`config.mk`:
```
export PLATFORM = sky130hd
export DESIGN_NAME = rv_iommu_ds_wr_master
export DESIGN_NICKNAME = d
export VERILOG_FILES = /design/src/rtl/axi_pkg.sv /design/src/rtl/rv_iommu_pkg.sv /design/src/rtl/rv_iommu_ds_wr_master.sv
export SDC_FILE = /design/constraint.sdc
export NUM_CORES = 1
export LEC_CHECK = 0
export BUFFER_PORTS_ARGS = -buffer_cell sky130_fd_sc_hd__buf_4
export CAP_MARGIN = 5
export CORE_AREA = 2 2 270 272
export DETAILED_ROUTE_END_ITERATION = 12
export DIE_AREA = 0 0 272 274
export PLACE_DENSITY_LB_ADDON = 0.12
export SYNTH_ARGS = -nofsm -noshare
export SYNTH_HDL_FRONTEND = slang
export SYNTH_SLANG_ARGS = --single-unit
export TNS_END_PERCENT = 10
```
`constraint.sdc`:
```
create_clock -name clk_i -period 1.9 [get_ports clk_i]
set_input_delay 0.19 -clock clk_i [delete_from_list [all_inputs] [get_ports clk_i]]
set_output_delay 0.19 -clock clk_i [all_outputs]
set_load 0.005 [all_outputs]
```
`src/rtl/axi_pkg.sv`:
```
// AXI4 encodings and channel bundle types shared by IOMMU bus masters.
package axi_pkg;

    localparam int unsigned AXI_ID_W   = 4;
    localparam int unsigned AXI_ADDR_W = 64;
    localparam int unsigned AXI_DATA_W = 64;
    localparam int unsigned AXI_STRB_W = AXI_DATA_W / 8;

    localparam logic [1:0] BURST_FIXED = 2'b00;
    localparam logic [1:0] BURST_INCR  = 2'b01;
    localparam logic [1:0] BURST_WRAP  = 2'b10;

    localparam logic [1:0] RESP_OKAY   = 2'b00;
    localparam logic [1:0] RESP_EXOKAY = 2'b01;
    localparam logic [1:0] RESP_SLVERR = 2'b10;
    localparam logic [1:0] RESP_DECERR = 2'b11;

    localparam logic [2:0] SIZE_8B = 3'd3;

    typedef struct packed {
        logic [AXI_ID_W-1:0]   id;
        logic [AXI_ADDR_W-1:0] addr;
        logic [7:0]            len;
        logic [2:0]            size;
        logic [1:0]            burst;
        logic                  lock;
        logic [3:0]            cache;
        logic [2:0]            prot;
        logic [3:0]            qos;
        logic [3:0]            region;
        logic [5:0]            atop;
        logic                  user;
    } aw_chan_t;

    typedef struct packed {
        logic [AXI_DATA_W-1:0] data;
        logic [AXI_STRB_W-1:0] strb;
        logic                  last;
        logic                  user;
    } w_chan_t;

    typedef struct packed {
        logic [AXI_ID_W-1:0] id;
        logic [1:0]          resp;
        logic                user;
    } b_chan_t;

    typedef struct packed {
        logic [AXI_ID_W-1:0]   id;
        logic [AXI_ADDR_W-1:0] addr;
        logic [7:0]            len;
        logic [2:0]            size;
        logic [1:0]            burst;
        logic                  lock;
        logic [3:0]            cache;
        logic [2:0]            prot;
        logic [3:0]            qos;
        logic [3:0]            region;
        logic                  user;
    } ar_chan_t;

    typedef struct packed {
        logic [AXI_ID_W-1:0]   id;
        logic [AXI_DATA_W-1:0] data;
        logic [1:0]            resp;
        logic                  last;
        logic                  user;
    } r_chan_t;

    typedef struct packed {
        aw_chan_t aw;
        logic     aw_valid;
        w_chan_t  w;
        logic     w_valid;
        logic     b_ready;
        ar_chan_t ar;
        logic     ar_valid;
        logic     r_ready;
    } axi_req_t;

    typedef struct packed {
        logic    aw_ready;
        logic    ar_ready;
        logic    w_ready;
        logic    b_valid;
        b_chan_t b;
        logic    r_valid;
        r_chan_t r;
    } axi_rsp_t;

endpackage

```
`src/rtl/rv_iommu_pkg.sv`:
```
// IOMMU-wide constants: AXI IDs the bus interface routes B responses by.
package rv_iommu_pkg;

    localparam int unsigned CQ_AXI_ID     = 0;
    localparam int unsigned FQ_AXI_ID     = 1;
    localparam int unsigned MSI_IG_AXI_ID = 2;

endpackage

```
`src/rtl/rv_iommu_ds_wr_master.sv`:
```
// Single-job AXI4 write-burst master (AW -> W -> B) for IOMMU write clients.
module rv_iommu_ds_wr_master
    import axi_pkg::*;
    import rv_iommu_pkg::*;
#(
    parameter int unsigned AXI_ID  = FQ_AXI_ID,
    parameter int unsigned N_BEATS = 4,
    parameter int unsigned ADDR_W  = 56,
    parameter type axi_req_t = axi_pkg::axi_req_t,
    parameter type axi_rsp_t = axi_pkg::axi_rsp_t,
    localparam int unsigned LEN_W = (N_BEATS > 1) ? $clog2(N_BEATS) : 1
) (
    input  logic                    clk_i,
    input  logic                    rst_ni,
    input  logic                    req_valid_i,
    output logic                    req_ready_o,
    input  logic [ADDR_W-1:0]       req_addr_i,
    input  logic [LEN_W-1:0]        req_len_i,
    input  logic [64*N_BEATS-1:0]   req_data_i,
    input  logic [7:0]              req_strb_i,
    output logic                    done_o,
    output logic                    error_o,
    output axi_req_t                mem_req_o,
    input  axi_rsp_t                mem_resp_i
);

    typedef enum logic [1:0] {
        S_IDLE,
        S_AW,
        S_W,
        S_B
    } state_e;

    state_e                     state_q, state_d;
    logic [ADDR_W-1:0]          addr_q, addr_d;
    logic [LEN_W-1:0]           len_q, len_d;
    logic [LEN_W-1:0]           cnt_q, cnt_d;
    logic [N_BEATS-1:0][63:0]   data_q, data_d;
    logic [7:0]                 strb_q, strb_d;
    logic                       done_q, done_d;
    logic                       error_q, error_d;

    always_ff @(posedge clk_i or negedge rst_ni) begin
        if (!rst_ni) begin
            state_q <= S_IDLE;
            addr_q  <= '0;
            len_q   <= '0;
            cnt_q   <= '0;
            data_q  <= '0;
            strb_q  <= '0;
            done_q  <= 1'b0;
            error_q <= 1'b0;
        end else begin
            state_q <= state_d;
            addr_q  <= addr_d;
            len_q   <= len_d;
            cnt_q   <= cnt_d;
            data_q  <= data_d;
            strb_q  <= strb_d;
            done_q  <= done_d;
            error_q <= error_d;
        end
    end

    always_comb begin
        state_d = state_q;
        addr_d  = addr_q;
        len_d   = len_q;
        cnt_d   = cnt_q;
        data_d  = data_q;
        strb_d  = strb_q;
        done_d  = 1'b0;
        error_d = 1'b0;
        unique case (state_q)
            S_IDLE: begin
                if (req_valid_i) begin
                    addr_d  = {req_addr_i[ADDR_W-1:3], 3'b000};
                    len_d   = req_len_i;
                    data_d  = req_data_i;
                    strb_d  = req_strb_i;
                    cnt_d   = '0;
                    state_d = S_AW;
                end
            end
            S_AW: begin
                if (mem_resp_i.aw_ready) begin
                    state_d = S_W;
                end
            end
            S_W: begin
                if (mem_resp_i.w_ready) begin
                    cnt_d = cnt_q + 1'b1;
                    if (cnt_q == len_q) begin
                        state_d = S_B;
                    end
                end
            end
            S_B: begin
                if (mem_resp_i.b_valid) begin
                    state_d = S_IDLE;
                    // OKAY and EXOKAY share resp[1] == 0
                    if (mem_resp_i.b.resp[1]) begin
                        error_d = 1'b1;
                    end else begin
                        done_d = 1'b1;
                    end
                end
            end
            default: state_d = S_IDLE;
        endcase
    end

    // Payloads are zeroed outside their channel's state so idle buses stay quiet
    always_comb begin
        mem_req_o = '0;
        mem_req_o.aw_valid = (state_q == S_AW);
        mem_req_o.w_valid  = (state_q == S_W);
        mem_req_o.b_ready  = (state_q == S_B);
        if (state_q == S_AW) begin
            mem_req_o.aw.id    = AXI_ID_W'(AXI_ID);
            mem_req_o.aw.addr  = AXI_ADDR_W'(addr_q);
            mem_req_o.aw.len   = 8'(len_q);
            mem_req_o.aw.size  = SIZE_8B;
            mem_req_o.aw.burst = BURST_INCR;
        end
        if (state_q == S_W) begin
            mem_req_o.w.data = data_q[cnt_q];
            mem_req_o.w.strb = strb_q;
            mem_req_o.w.last = (cnt_q == len_q);
        end
    end

    assign req_ready_o = (state_q == S_IDLE);
    assign done_o      = done_q;
    assign error_o     = error_q;

    logic unused_in;
    assign unused_in = ^{mem_resp_i, req_addr_i[2:0]};

endmodule

```
==> key figures <==
Die
  • Row count: about 100
  • Die Y: roughly 270 um
  • Die X: 272 um
  • Die Area: between 70000 and 80000 um^2
  • Placeable core region: about 70000 um^2
  • Initial Util: a little over a fifth
  • Ports: about 690

Drt
  • Post-DRT Antenna Nets: 0
  • Via density: ~3.9
  • DR iter-0 viols: 279
  • Vias: roughly 11000
  • First-pass DRT Iterations: 4
  • Post-route DRC: 0
  • DR WL/cell: 17.1 um
  • Final wirelength: 49600 um

Power and ir drop
  • P_int: ~25 mW
  • P_sw: 10.4 mW
  • Reg power frac: between 30% and 40%
  • Power density cells: approximately 1400 nW/um^2
  • Switching share of total power: 29.0%
  • Clock share of power: around 23%
  • Combinational Power Share: a little over two fifths
  • VDD IR max: a little under 0.6 mV
  • Pleak: roughly 12 nW

Critical path
  • Critical Path Fanout Max: 5
  • Worst Setup SP: cnt_q[0]$_DFFE_PN0P_
  • Delay-heaviest family, CP: flip-flops
  • CP Class: register to primary output
  • Startpoint type of the worst setup path: register
  • CP dominant cell by count: buf_6
  • Worst path slowest cell: dfrtp_4
  • Crit-path cells: buf_12 -> buf_16 -> buf_6 -> mux4_2 -> and2_4 -> buf_6
  • Buf/Inv on CP: 4
  • Reg-to-reg startpoint: cnt_q[0]$_DFFE_PN0P_
  • Slowest cell delay on critical path: around 520 ps
  • Crit. End Element: primary output
  • Crit path required time: between 1500 and 2000 ps
  • Arrival time at the worst endpoint: approximately 2200 ps
  • Worst R2R Setup Slack: roughly 70 ps

GRT
  • Largest net degree at the start of global routing: around 60
  • Initial antenna violation count: 5
  • Vias in the first global route: around 12000
  • First-pass GRT wire length: between 70000 and 80000 um
  • Total track usage: a little over an eighth
  • Total grt overflow: 0

Timing
  • Final Hold Fails: 0
  • Layout Skew: between 15 and 20 ps
  • Post-route setup TNS: -36870 ps
  • Final min period: 2390 ps
  • RSZ-0062 raised after global routing: yes
  • Setup ws final: -486 ps
  • Slew Viols, Final: 0
  • Final worst-path cycle share: 126%
  • FMAX: around 420 MHz
  • Final setup viols: 128

Yosys
  • Post-synth top cells: dfrtp_1 (325), mux2_2 (321), buf_4 (150), and2_1 (127), mux4_2 (64)
  • Syn Inst Count: 1080
  • Ys Warns: 0
  • Post-synthesis sequential area ratio: 51.9%
  • Synth Cell Area: about 16000 um^2
  • EDFF count, synth: 0
  • Yosys reg bits: roughly 330
  • Yosys top cell area share: 51.9%
  • Most numerous cell in the Yosys netlist: dfrtp_1
  • Area contributors post-synth: dfrtp_1 (52%), mux2_2 (23%), mux4_2 (9.2%)
  • Cell taking the most area after synthesis: dfrtp_1
  • FFs w/ async S/R, synth: 100%
  • Ys flop type: dfrtp_1
  • Distinct cells, synth: 26
  • Syn_area_per_cell: 14.5 um^2

Place
  • Final GP Congestion: around 0.73
  • DP HPWL: 35300 um
  • Port Buffers: around 460
  • Cell Area, Placed: ~20000 um^2

Clock network
  • Max Buffers Root-to-Sink: 3
  • CTS Buf Count: between 40 and 50
  • Clock transition at path regs: roughly 60 ps
  • Clk Latency, worst-skew pair: around 570 ps
  • CTS sink cnt: roughly 330
  • H-tree Lvls: 2
  • TritonCTS clock tree: built
  • Root Buffer: clkbuf_16

Job
  • Number of max-cap violations: 0

Cells and area
  • Ratio of cells with drive above 1 in the final layout: 53.9%
  • Area growth syn-to-layout: 62.5%
  • Layout Cell Area excl Fill: ~25000 um^2
  • Util after Layout: 35.4%
  • Fin nets: between 2000 and 2500

Min path
  • Worst hold path type: input pin to asynchronous set/reset pin

Outcome
  • Status: complete, but fails checks
  • Failing checks: negative setup slack
[placed cells by master, fill, tap and decap left out, types with 4 or more instances in the layout]
master,netlist,layout
buf_12,3,30
clkbuf_16,0,42
clkinv_2,0,4
dfrtp_1,325,323
bufinv_16,0,4
mux4_2,64,64
and2_4,0,51
conb_1,1,146
clkbuf_8,0,13
dlygate4sd3_1,0,323
buf_6,1,55
buf_4,150,443
and2_1,127,76
diode_2,0,4
clkbuf_1,17,5
mux2_2,321,321
[worst paths after layout]
path / depth (start not counted) / end
setup / recovery: 6 / mem_req_o[134]
hold / removal: 2 / data_q[139]$_DFFE_PN0P_
setup reg to reg: 6 / state_q[1]$_DFFE_PN0P_
hold reg to reg: 1 / addr_q[28]$_DFFE_PN0P_
max in group asynchronous: 3 / data_q[54]$_DFFE_PN0P_
min in group clk_i: 4 / state_q[0]$_DFFE_PN0P_
[flip-flops by register name (all words and copies together), names as in the netlist]
signal   cells
data_q     256
addr_q      53
strb_q       8
cnt_q        2
len_q        2
state_q      2
done_o       1
error_o      1
[layer usage]
metal / wire (um) / GRT usage (%) / up-vias
li1: - / - / 5164
met2: 25600 / 23.3 / 365
met3: 3260 / 3.46 / 60
met4: 1050 / 3.69 / 0
met1: 19700 / 15.3 / 5672
met5: 0 / 0 / -
[logic make-up after synthesis]
group	Yosys count	share of synthesized area, %
mux	385	32.3
fa+ha+maj	6	0.479
simple gates	138	5.44
flops	325	51.9
compound gates	6	0.295
other cells	1	0.0239
buf+inv	217	9.48
xor+xnor	2	0.112
[cell type report]
cell class	count	area, um^2
antenna	4	10.0
clock buffer	59	1220
clock inverter	12	186
fill	7137	46500
inverter	3	11.3
multi-input combinational	683	6780
sequential	325	8140
tap	959	1200
timing repair buffer	857	7920
[metrics by stage]
stage	cells	hold slack, ps	worst slack [ps]	total power, mW
floorplan	1225	-106	168	20.5
global placement	2498	181	18.6	26.1
detailed placement	2498	173	14.7	26.3
CTS	2896	93.0	-587	36.0
global route	2902	163	-569	38.2
finish	2902	158	-486	35.8
[power by group through the flow]
| stage | clock network, mW | logic, mW | registers (mW) |
|---|---|---|---|
| global route | 8.85 | 16.7 | 12.7 |
| global placement | 0 | 13.8 | 12.3 |
| floorplan | 0 | 8.87 | 11.6 |
| finish | 8.20 | 15.4 | 12.2 |
| detailed placement | 0 | 13.9 | 12.4 |
| CTS | 8.59 | 15.2 | 12.3 |
[what timing repair did]
action,CTS,global route
hold buffers,323,0
hold endpoints to repair,476,0
gates cloned,2,1
endpoints found under the setup margin,133,134
buffers inserted,2,1
pin swaps,6,8
gates resized for setup,57,63
Note: power is estimated with default switching activity, not from simulation.
